[config.mk]
export PLATFORM = sky130hd
export DESIGN_NAME = traffic_light_sequencer
export DESIGN_NICKNAME = d
export VERILOG_FILES = /design/src/rtl/traffic_light_sequencer_pkg.sv /design/src/rtl/traffic_light_sequencer.sv
export SDC_FILE = /design/constraint.sdc
export NUM_CORES = 1
export LEC_CHECK = 0
export ABC_CLOCK_PERIOD_IN_PS = 2900
export BUFFER_PORTS_ARGS = -buffer_cell sky130_fd_sc_hd__buf_2
export CAP_MARGIN = 20
export CORE_MARGIN = 1
export CORE_UTILIZATION = 56
export DETAILED_ROUTE_END_ITERATION = 12
export MAX_ROUTING_LAYER = met4
export PLACE_DENSITY = 0.83
export SETUP_SLACK_MARGIN = 0.3
export SYNTH_ARGS = -nofsm -noshare
export SYNTH_HDL_FRONTEND = slang
export SYNTH_SLANG_ARGS = --single-unit
[constraint.sdc]
create_clock -name clk -period 2.9 [get_ports clk]
set_input_delay 0.29 -clock clk [delete_from_list [all_inputs] [get_ports clk]]
set_output_delay 0.29 -clock clk [all_outputs]
set_load 0.1 [all_outputs]
[src/rtl/traffic_light_sequencer_pkg.sv]
// traffic_light_sequencer_pkg: phase encoding, lamp codes and lamp decode helpers
package traffic_light_sequencer_pkg;

    typedef enum logic [2:0] {
        INIT_RED,
        MAIN_G,
        MAIN_Y,
        RED_A,
        SIDE_G,
        SIDE_Y,
        RED_B,
        WALK
    } state_t;

    localparam logic [2:0] LAMP_RED = 3'b100;
    localparam logic [2:0] LAMP_YEL = 3'b010;
    localparam logic [2:0] LAMP_GRN = 3'b001;

    function automatic logic [2:0] main_lamp(input state_t s);
        return (s == MAIN_G) ? LAMP_GRN : (s == MAIN_Y) ? LAMP_YEL : LAMP_RED;
    endfunction

    function automatic logic [2:0] side_lamp(input state_t s);
        return (s == SIDE_G) ? LAMP_GRN : (s == SIDE_Y) ? LAMP_YEL : LAMP_RED;
    endfunction

endpackage

[src/rtl/traffic_light_sequencer.sv]
// traffic_light_sequencer: steps the intersection phases, arming the external timer once per phase
module traffic_light_sequencer
    import traffic_light_sequencer_pkg::*;
#(
    parameter int T_MAIN_GREEN = 30,
    parameter int T_MAIN_EXT   = 10,
    parameter int T_YELLOW     = 4,
    parameter int T_ALL_RED    = 2,
    parameter int T_SIDE_GREEN = 15,
    parameter int T_WALK       = 10,
    parameter int TW           = 7
) (
    input  logic          clk,
    input  logic          reset,
    input  logic          side_car,
    input  logic          ped_req,
    input  logic          expired,
    output logic          start_timer,
    output logic [TW-1:0] time_param,
    output logic [2:0]    main_light,
    output logic [2:0]    side_light,
    output logic          walk
);

    state_t        state;
    state_t        nxt;
    logic          armed;
    logic          ext;
    logic          side_pend;
    logic          ped_pend;
    logic [TW-1:0] dur;
    logic          to_side;
    logic          to_walk;

    // duration for the current phase; ext selects the main-green extension after a quiet green
    always_comb begin
        dur = (state == MAIN_G) ? (ext ? TW'(T_MAIN_EXT) : TW'(T_MAIN_GREEN)) :
              (state == MAIN_Y || state == SIDE_Y) ? TW'(T_YELLOW) :
              (state == SIDE_G) ? TW'(T_SIDE_GREEN) :
              (state == WALK) ? TW'(T_WALK) : TW'(T_ALL_RED);
    end

    // phase taken when the armed timer expires
    always_comb begin
        nxt = INIT_RED;
        case (state)
            INIT_RED: nxt = MAIN_G;
            MAIN_G:   nxt = (side_pend | ped_pend) ? MAIN_Y : MAIN_G;
            MAIN_Y:   nxt = RED_A;
            RED_A:    nxt = side_pend ? SIDE_G : WALK;
            SIDE_G:   nxt = SIDE_Y;
            SIDE_Y:   nxt = RED_B;
            RED_B:    nxt = ped_pend ? WALK : MAIN_G;
            WALK:     nxt = MAIN_G;
            default:  nxt = INIT_RED;
        endcase
    end

    assign to_side = armed && expired && nxt == SIDE_G;
    assign to_walk = armed && expired && nxt == WALK;

    // arm/wait sequencing, request latches (set beats clear) and registered lamp decode
    always_ff @(posedge clk or negedge reset) begin
        if (!reset) begin
            state       <= INIT_RED;
            armed       <= 1'b0;
            ext         <= 1'b0;
            start_timer <= 1'b0;
            time_param  <= '0;
            main_light  <= LAMP_RED;
            side_light  <= LAMP_RED;
            walk        <= 1'b0;
            side_pend   <= 1'b0;
            ped_pend    <= 1'b0;
        end else begin
            side_pend <= side_car | (side_pend & ~to_side);
            ped_pend  <= ped_req | (ped_pend & ~to_walk);
            if (!armed) begin
                start_timer <= 1'b1;
                time_param  <= dur;
                armed       <= 1'b1;
            end else begin
                start_timer <= 1'b0;
                if (expired) begin
                    state      <= nxt;
                    armed      <= 1'b0;
                    ext        <= (state == MAIN_G) && (nxt == MAIN_G);
                    main_light <= main_lamp(nxt);
                    side_light <= side_lamp(nxt);
                    walk       <= (nxt == WALK);
                end
            end
        end
    end

endmodule

# Yosys cells after proc, flatten, opt, wreduce, memory -nomap -nowiden
# Index checks and enable logic that the tools add are counted.
# word_totals
inputBits	5
wordCells	53
output_inout_bits	15
ff_bits	22
# classes
reduce_logical	8
muxes	16
n_eq_ne	12
bitwise_logic	7
# op_table
op	n
3-bit == test, second input constant	7
3-bit case mux with 7 select lines	1
3-bit two-way mux	5
4-bit two-way mux	3
5-bit two-way mux	2
3-bit by 2-bit == test with 1-bit output, second input constant	3
3-bit by 1-bit == test with 1-bit output, second input constant	2
1-bit logical AND	4
2-bit two-way mux	2
3-bit zero test	1
1-bit two-way mux	3
1-bit bitwise OR	3
1-bit bitwise AND	2
1-bit inverter	2
2-bit AND reduction	1
2-bit OR reduction	1
1-bit logical OR	1

# Longest topological paths before layout
# Gate-level depths: netlist of run 1.
# depth
depth_word	8
depth_mapped	6
ltp_nobuf	4

# Worst setup path before layout of run 1
# No wires, ideal clock.
# synth_timing
kind	flip-flop to flip-flop
from	register, netlist name time_param[2]
to	register time_param[2]
t_arrival_ns	1.198
stages_incl_launch_ff	3
n_path_buf	0
setup_ns	0.066
synth_period_minus_slack_ns	1.264
path_slack_ns	1.636
required_ns	2.834
cell_sequence	dfrtp_1 -> nand2b_1 -> o31a_1
# synth_lines
item	line_no	source
to (signal assigned)	traffic_light_sequencer.sv:80	time_param <= dur;
to (decl)	traffic_light_sequencer.sv:19	output logic [TW-1:0] time_param,

# Worst setup path after layout of run 1
# layout_timing
from	register side_light[2]
to	output port side_light[2]
# layout_lines
item	line_no	source
from (decl)	traffic_light_sequencer.sv:21	output logic [2:0] side_light,
from (signal assigned)	traffic_light_sequencer.sv:89	side_light <= side_lamp(nxt);
# No word-level cell between the ends.

==> summary.txt, run 1 <==
Floorplanning
  – Core footprint: 1540 µm²
  – Starting Density: 61.0%
  – Chip width: 43.0 µm
  – Row count: 14
  – Die area: about 1800 µm²
  – Die H: roughly 43 µm
  – Number of I/O pins: 20

Logic synthesis
  – Post-Synthesis Cells: 98
  – Top cell type's share of synthesized area: approximately 48%
  – Mapped Area: between 900 and 1000 µm²
  – Post-synth top cells: dfrtp_1 (18), nand2_1 (14), a21oi_1 (7)
  – Register bit total from synthesis: 20
  – Syn. warnings: 0
  – Dominant cells by area after synthesis: dfrtp_1 (48%), dfstp_2 (5.6%), nand2_1 (5.6%)
  – Most used flip-flop cell after synthesis: dfrtp_1
  – Seq/Total Area, Yosys: 53.5%
  – EDFF count, synth: 0
  – Avg Cell Area, Syn: 9.60 µm²
  – Cell with the most instances after synthesis: dfrtp_1
  – Count of cell types in the netlist: 33
  – Synth area leader: dfrtp_1
  – Post-synth ARST share: 100%

Hold path
  – Hold crit path type: in2reg

Route
  – Pre-antenna DRT Iters: 4
  – Routed WL: 1.67 mm
  – Routed Antenna Nets: 0
  – Via Count: 729
  – Vias/cell: 5.65
  – DRC Markers: 0
  – Initial DRC Count: 29
  – Routed length per instance: 12.9 µm

Final layout
  – Number of antenna repair diodes: 0
  – Final nets: 119
  – Area growth syn-to-layout: 10.8%
  – Layout cell share with drive strength beyond 1: 20.4%

Global route
  – Global-route wire length before repair: 2.88 mm
  – Vias in the first global route: 660
  – Total gr overflow: 0
  – Initial antenna violation count: 0
  – Largest net degree at the start of global routing: 21
  – Gr usage total: 21.5%

Timing
  – RSZ-0062 raised after global routing: false
  – Hold Vio Cnt, Final: 0
  – Crit path time final: 1540 ps
  – Max-slew violations: 0
  – Hold WS: 155 ps
  – Fin Clk Skew: between 10 and 15 ps
  – Fmax: 0.649 GHz
  – TNS Setup: 0 ps
  – Fin crit share: 53.1%
  – Setup ws final: ~1400 ps
  – Final setup fails: 0

CTS
  – CTS Sinks: 20
  – CTS Buffer Depth: 2
  – TritonCTS buffer count: 3
  – TritonCTS clock tree: built
  – Clk Latency, worst-skew pair: around 300 ps
  – CTS HTree Levels: 1
  – Clk root buf: clkbuf_4
  – Reg clk slew, reported paths: ~120 ps

Setup path
  – Delay-heaviest family, CP: flip-flops
  – Crit path max fanout: 2
  – Worst path bufs/invs: 1
  – Kind of critical path: reg2out
  – Startpoint class of the critical path: flop
  – CP Data Arrival Time: roughly 1300 ps
  – Max stage delay cell, worst path: dfstp_2
  – Worst reg2reg setup slack: approximately 1400 ps
  – Crit. End Element: output pin
  – Cell Chain, Critical Path: buf_2
  – Peak per-stage delay on the critical path: about 540 ps
  – Data required, critical path: between 2000 and 3000 ps

Placement
  – Placer Congestion: 0.873
  – Pre-CTS setup slack: 1420 ps
  – I/O Buffers: 17
  – Dpl hpwl: 1.16 mm

Run status
  – Status: completed

Run
  – Max-Cap Viols: 0
==> final timing paths <==
path                                from             to  depth (start not counted)
setup / recovery           side_light[2]  side_light[2]                          1
hold / removal                  side_car      side_pend                          2
setup reg to reg                state[0]       ped_pend                          3
hold reg to reg            main_light[2]  main_light[2]                          2
max in group asynchronous          reset  main_light[2]                          2
min in group asynchronous          reset  time_param[4]                          2
==> worst register-to-register path, delay by kind of cell, from the launching register on <==
kind | cells | cell delay [ps]
AOI/OAI and AO/OA | 2 | 360
DFF | 1 | 640
and+or+nand+nor | 1 | 400
==> sequential cells by signal, summed over array words and instances, names as in the netlist, 3 cells and up <==
signal,cells
side_light,3
state,3
time_param,5
main_light,3
==> cell usage in the layout, fill, tap and decap left out, types with 2 or more instances in the layout <==
cell and n:
clkbuf_4 3, nand3b_1 2, inv_1 2, o31ai_1 4
nor2_1 5, nor3_1 2, nand2b_1 2, o21ai_1 3
nor3b_1 3, dfstp_2 2, buf_2 17, or3_1 2
nand2_1 14, conb_1 2, a21o_1 3, or3b_1 2
dfrtp_1 18, o21ai_0 5, a21oi_1 7
==> kinds of logic after synthesis <==
group | count (synthesis) | synth area share [%]
xor+xnor | 1 | 0.931
compound gates | 27 | 18.0
other cells | 1 | 0.399
buf+inv | 11 | 5.85
simple gates | 38 | 21.4
flops | 20 | 53.5
==> per-layer routing <==
metal  share of wire [%]  track usage [%]
met1                  46             27.8
met2                  49             33.6
met3                 4.2             3.83
met4                0.84             9.09
met5                   0                -
==> layout make-up <==
type / instances / area (µm²)
flip-flops and latches: 20 / 503
fillers: 143 / 499
multi-input cells: 68 / 387
repair buffers: 18 / 95.1
clock buffers: 4 / 26.3
well taps: 16 / 20.0
inverters: 3 / 11.3
==> metrics by stage <==
stage / instances / cell area [µm²] / utilization (%)
2_1_floorplan: 99 / 945 / -
3_3_place_gp: 124 / 1010 / 65.3
3_5_place_dp: 124 / 1010 / 65.3
4_1_cts: 129 / 1040 / 67.6
5_1_grt: 129 / 1040 / 67.6
6_report: 129 / 1040 / 67.6
==> repair_timing <==
item / in CTS / in global routing
gates resized for setup: 0 / 0
setup buffers: 0 / 0
hold endpoints to repair: 18 / 0
hold buffers: 1 / 0
Power of run 1 is left out: the tool's default activity adds up to more than one toggle a clock period on the data nets, which glitch-free logic cannot reach.
==> inputs of run 2 (changes only) <==
- ABC_AREA: unset -> 1
- ABC_CLOCK_PERIOD_IN_PS: 2900 -> 1600
- CORE_UTILIZATION: 56 -> 51
- PLACE_DENSITY: 0.83 -> 0.77
- clock period: 2.9 -> 1.6 ns (I/O delays scaled with it)
==> run 2 against run 1 <==
  * Synthesized cell count grew 17%
  * Final cell count grew 26%
  * Critical path depth grew 9
  * Core utilization grew 5.9 points
  * Flip-flop and latch count is the same
  * Cell area grew 12%
  * Setup slack lost 1000 ps
  * Die area grew 7.0%
  * Largest cell class unchanged
==> summary.txt, run 2 <==
Run status
  – Status: completed

Route
  – Vias/cell: 4.99 (-12%)
  – Routed WL: 1.90 mm (+14%)
  – DRC Markers: 0 (unchanged)
  – Initial DRC Count: 26 (-10%)
  – Via Count: 814 (+12%)
  – Routed length per instance: 11.7 µm (-9.8%)
  – Pre-antenna DRT Iters: 4 (unchanged)
  – Routed Antenna Nets: 0 (unchanged)

Final layout
  – Flip-flop and latch area: 507 µm² (+0.75%)
  – Fill cells: 128 (-10%)
  – Layout cell share with drive strength beyond 1: 36.7% (+16 points)
  – Area growth syn-to-layout: 27.5%
  – Commonest cells after routing, fill and taps aside: nand2_1 (32), dfrtp_1 (15), buf_2 (11), inv_1 (9), nor2_1 (9)
  – Commonest non-fill, non-tap cell in the layout: nand2_1
  – Max reg flops: 5 (unchanged)
  – Number of antenna repair diodes: 0 (unchanged)
  – Footprint of the multi-input gates: 375 µm² (-2.9%)
  – Final nets: 145 (+22%)
  – Top reg by flops: time_param
  – Post-Layout Cell Count: 163 (+26%)

Floorplanning
  – Starting Density: 57.7% (-3.3 points)
  – Die area: 1980 µm² (+7.0%)
  – Chip width: 44.5 µm (+3.4%)
  – Die H: 44.5 µm (+3.4%)
  – Core footprint: 1590 µm² (+3.4%)
  – Number of I/O pins: 20 (unchanged)
  – Row count: 14 (unchanged)

Timing
  – TNS Setup: 0 ps (unchanged)
  – Fmax: between 0.7 and 0.8 GHz
  – Final setup fails: 0 (unchanged)
  – Fin crit share: 79.8%
  – RSZ-0062 raised after global routing: true
  – Hold Vio Cnt, Final: 0 (unchanged)
  – Fin Clk Skew: 9.23 ps (-2.62 ps)
  – Hold WS: 33.2 ps (-122 ps)
  – Crit path time final: roughly 1300 ps
  – Max-slew violations: 0 (unchanged)

Placement
  – Post-placement cell count: 154 (+24%)
  – Dpl hpwl: 1.24 mm (+6.5%)
  – Placer Congestion: 0.837 (-4.2%)
  – I/O Buffers: 17 (unchanged)

Logic synthesis
  – Count of cell types in the netlist: 20 (-39%)
  – Top cell type's share of synthesized area: 49.0% (+1.1 points)
  – Post-synth top cells: nand2_1 (36), dfrtp_1 (18), nor2_1 (12), inv_1 (10), o21ai_0 (9)
  – Seq/Total Area, Yosys: 54.7% (+1.2 points)
  – Post-synth ARST share: 100% (unchanged)
  – Synth area leader: dfrtp_1
  – Avg Cell Area, Syn: 8.00 µm² (-17%)
  – Mapped Area: 920 µm² (-2.3%)
  – Register bit total from synthesis: 20 (unchanged)
  – Post-Synthesis Cells: 115 (+17%)
  – EDFF count, synth: 0 (unchanged)
  – Syn. warnings: 0 (unchanged)
  – Most used flip-flop cell after synthesis: dfrtp_1
  – Dominant cells by area after synthesis: dfrtp_1 (49%), nand2_1 (15%), dfstp_2 (5.7%)
  – Cell with the most instances after synthesis: nand2_1

Global route
  – Vias in the first global route: 683 (+3.5%)
  – Gr usage total: 21.4% (-0.16 points)
  – Largest net degree at the start of global routing: 21 (unchanged)
  – M3 GR Usage: 3.67% (-0.16 points)
  – Initial antenna violation count: 0 (unchanged)
  – Total gr overflow: 0 (unchanged)
  – GR Layer Usage met2: 31.8% (-1.9 points)
  – Global-route wire length before repair: 2.91 mm (+0.94%)
  – Top Usage Layer GRT: met2
  – Met1 Track Usage GR: 29.0% (+1.2 points)

Setup path
  – Reg-to-reg startpoint: state[0]
  – Worst path bufs/invs: 1 (unchanged)
  – Data required, critical path: 1800 ps (-810 ps)
  – CP most frequent cell: nand2_1
  – Peak per-stage delay on the critical path: 480 ps (-60 ps)
  – Startpoint class of the critical path: flop
  – Max stage delay cell, worst path: dfrtp_2
  – CP Data Arrival Time: 1480 ps (+230 ps)
  – Worst reg2reg path endpoint: ped_pend
  – Crit. End Element: flop
  – Worst reg2reg setup slack: 320 ps (-1070 ps)
  – Kind of critical path: reg2reg
  – Crit path max fanout: 7 (+5)
  – Worst Reg2Reg Path Length in Cells: 10 (+7)
  – Delay-heaviest family, CP: simple AND/OR/NAND/NOR gates
  – Cell Chain, Critical Path: inv_2 > nand2_1 > nand2_1 > nand2_1 > nand2_2 > nand2_2 > nor2_2 > nand2_1 > nand2_1 > nand2_1

CTS
  – Reg clk slew, reported paths: 110 ps (about the same)
  – CTS Buffer Depth: 2 (unchanged)
  – TritonCTS clock tree: built
  – CTS Sinks: 20 (unchanged)
  – Clk root buf: clkbuf_4
  – TritonCTS buffer count: 3 (unchanged)
  – CTS HTree Levels: 1 (unchanged)
  – Clk Latency, worst-skew pair: 310 ps (about the same)

Hold path
  – Hold crit path type: in2reg
  – Hold EP: side_pend
  – Hold path startpoint: side_car
  – Hold-critical path depth: 3 (+1)

Run
  – Max-Cap Viols: 0 (unchanged)
## run 2: changes by cell type in the layout (fill, tap and decap cells not counted), sizes merged, moves of 3 or more
| cell | previous run | this run |
|---|---|---|
| nor2 | 5 | 15 |
| inv | 3 | 14 |
| nand2 | 14 | 39 |
| nand4 | 1 | 4 |
| o31ai | 4 | 0 |
| a21oi | 7 | 3 |
| a21o | 3 | 0 |
| nor3b | 3 | 0 |
| clkbuf | 4 | 7 |
## run 2: logic make-up after synthesis
group           share of synthesized area (%)
compound gates                           7.07
simple gates                             29.5
other cells                             0.408
buf+inv                                  8.30
flops                                    54.7
## run 2: how the worst max path moves through the flow
stage / startpoint / depth (start not counted) / slack, ps / end
global placement: state[0] / 8 / 310 / side_pend
detailed placement: state[0] / 8 / 280 / side_pend
floorplan: time_param[2] / 2 / 390 / time_param[2]
finish: state[0] / 10 / 320 / ped_pend
CTS: main_light[2] / 1 / 300 / main_light[2]
global route: state[0] / 9 / 230 / ped_pend
## run 2: timing repair
action | in CTS | in global routing
setup buffers | 0 | 4
resized for setup | 4 | 19
hold buffers | 1 | 0
pin swaps | 0 | 2
endpoints found under the setup margin | 4 | 16
endpoints found under the hold margin | 18 | 0
## run 2: layout make-up
cell class | count | share of cell area [%]
inverter | 14 | 4.48
timing repair buffer | 23 | 13.2
clock buffer | 3 | 1.92
clock inverter | 1 | 2.56
multi-input combinational | 78 | 32.0
sequential | 20 | 43.2
tap | 24 | 2.56
## run 2: per-layer routing
layer / wire length [µm] / vias up
li1: - / 398
met4: 31 / 0
met3: 71 / 5
met2: 959 / 24
met5: 0 / -
met1: 840 / 387
## run 2: worst reg2reg max path: cells and delay by family, from the launching register on
| kind | cells | cell delay, ps |
|---|---|---|
| and+or+nand+nor | 9 | 600 |
| DFF | 1 | 480 |
| buffers and inverters | 1 | 100 |
## run 2: metrics by stage
stage / instance area [µm²] / setup WS, ps / util (%)
4_1_cts: 1100 / 301 / 68.8
6_report: 1170 / 323 / 73.5
3_3_place_gp: 1020 / 308 / 64.1
3_5_place_dp: 1020 / 282 / 64.1
5_1_grt: 1170 / 235 / 73.5
2_1_floorplan: 923 / 395 / -
Power of run 2 is left out for the same reason.
==> inputs of run 3 (changes only) <==
- ABC_CLOCK_PERIOD_IN_PS: 1600 -> 1050
- CORE_UTILIZATION: 51 -> 46
- PLACE_DENSITY: 0.77 -> 0.73
- clock period: 1.6 -> 1.05 ns (I/O delays scaled with it)
==> run 3 against run 2 <==
  * The flow now finishes with violations (setup timing)
  * Worst hold slack gained 110 ps
  * First-iteration DRC count down 42%
  * Wire length increased by 40%
  * Global-route usage up 7.0 points
  * Via count is 15% higher
  * Critical path depth down 4
  * Largest cell class unchanged
  * Highest routed layer unchanged
==> summary.txt, run 3 (synthesis gave the netlist of run 2 again) <==
Floorplanning
  – Die area: 2180 µm² (+10%)
  – Row count: 15 (+1)
  – Die H: 46.7 µm (+5.0%)
  – Chip width: 46.7 µm (+5.0%)
  – Starting Density: 51.0% (-6.7 points)
  – Number of I/O pins: 20 (unchanged)
  – Core footprint: 1800 µm² (+13%)

Setup path
  – Worst reg2reg path endpoint: ext
  – Data required, critical path: 1270 ps (-530 ps)
  – Critical Path Sink: ext
  – Reg-to-reg startpoint: state[1]
  – Worst setup path startpoint: state[1]
  – Kind of critical path: reg2reg
  – Worst Reg2Reg Path Length in Cells: 6 (-4)
  – Crit path max fanout: 6 (-1)
  – Crit. End Element: flop
  – Worst reg2reg setup slack: -260 ps (-590 ps)
  – Startpoint class of the critical path: flop
  – CP Data Arrival Time: 1530 ps (+50 ps)

Timing
  – RSZ-0062 raised after global routing: true
  – Fin crit share: 125% (+45 points)
  – Setup ws final: -262 ps (-585 ps)
  – Final setup fails: 31 (+31)
  – Max-slew violations: 0 (unchanged)
  – Hold WS: 145 ps (+112 ps)
  – Fin Clk Skew: 10.5 ps (+1.25 ps)
  – TNS Setup: -4210 ps (-4210 ps)
  – Crit path time final: 1310 ps (+35.3 ps)
  – Fmax: 0.762 GHz (-2.7%)
  – Hold Vio Cnt, Final: 0 (unchanged)

Route
  – Pre-antenna DRT Iters: 4 (unchanged)
  – DRC Markers: 0 (unchanged)
  – Routed WL: 2.66 mm (+40%)
  – Vias/cell: 5.11 (+2.3%)
  – Routed length per instance: 14.5 µm (+24%)
  – Routed Antenna Nets: 0 (unchanged)
  – Initial DRC Count: 15 (-42%)
  – Via Count: 940 (+15%)

CTS
  – CTS Buffer Depth: 2 (unchanged)
  – TritonCTS clock tree: built
  – TritonCTS buffer count: 3 (unchanged)
  – Clk Latency, worst-skew pair: 310 ps (about the same)
  – Clk root buf: clkbuf_4
  – CTS HTree Levels: 1 (unchanged)
  – Reg clk slew, reported paths: 120 ps (about the same)
  – CTS Sinks: 20 (unchanged)

Final layout
  – Final Util: 87.8% (+14 points)
  – Max reg flops: 5 (unchanged)
  – Commonest non-fill, non-tap cell in the layout: nand2_1
  – Number of antenna repair diodes: 0 (unchanged)
  – Final nets: 165 (+14%)
  – Commonest cells after routing, fill and taps aside: nand2_1 (25), buf_4 (21), nand2_2 (14), buf_12 (13), dfrtp_4 (11)
  – Design Area, Final: 1580 µm² (+35%)
  – Area growth syn-to-layout: 72.0%
  – Fill cells: 89 (-30%)
  – Layout cell share with drive strength beyond 1: 56.6% (+20 points)
  – Top reg by flops: time_param

Placement
  – Dpl hpwl: 1.83 mm (+47%)
  – I/O Buffers: 17 (unchanged)
  – Placer Congestion: 0.817 (-2.4%)
  – Cell Area, Placed: 1400 µm² (+36%)

Global route
  – Total gr overflow: 0 (unchanged)
  – Largest net degree at the start of global routing: 21 (unchanged)
  – Global-route wire length before repair: 4.02 mm (+38%)
  – Vias in the first global route: 951 (+39%)
  – Initial antenna violation count: 0 (unchanged)
  – Gr usage total: 28.4% (+7.0 points)

Run status
  – Failing checks: setup timing
  – Status: finished, violations left

Run
  – Max-Cap Viols: 0 (unchanged)

Hold path
  – Hold crit path type: in2reg
==> run 3: area by class of cell <==
cell class	count	area, µm²	share of cell area, %
flip-flops and latches	20	556	35.1
repair buffers	43	490	31.0
multi-input cells	78	413	26.1
inverters	14	55.1	3.48
clock buffers	4	36.3	2.29
well taps	25	31.3	1.98
==> run 3: worst max-delay path, cell delays in order, from the launching register on <==
cell	delay [ps]
dfrtp_2	480
inv_2	90
nand2_1	120
nor2_4	150
buf_4	140
nand4_1	90
o21ai_0	140
==> run 3: how the worst min path moves through the flow <==
| stage | to | start | depth (start not counted) |
|---|---|---|---|
| floorplan | armed | reset | 0 |
| finish | armed | expired | 3 |
| CTS | armed | expired | 3 |
| global placement | time_param[4] | reset | 1 |
| detailed placement | time_param[4] | reset | 1 |
| global route | armed | expired | 3 |
==> run 3: per-layer routing <==
layer  up-vias  global-route usage [%]  wire length, µm
li1        441                       -                -
met1       462                    29.8             1070
met2        28                    49.4             1450
met3         9                    3.53               71
met4         0                    17.7               74
met5         -                       -                0
==> run 3: metrics by stage <==
step | worst slack (ps) | instances
after floorplan | -88.2 | 116
after global placement | -245 | 171
after detailed placement | -275 | 171
after CTS | -209 | 181
after global routing | -333 | 184
final | -262 | 184
==> run 3: repair_timing <==
item,in CTS,in global routing
gates cloned,0,0
buffers inserted,3,3
resized for setup,16,13
hold buffers,3,0
endpoints found under the hold margin,20,0
pin swaps,2,6
endpoints found under the setup margin,32,32
Power of run 3 is left out for the same reason.
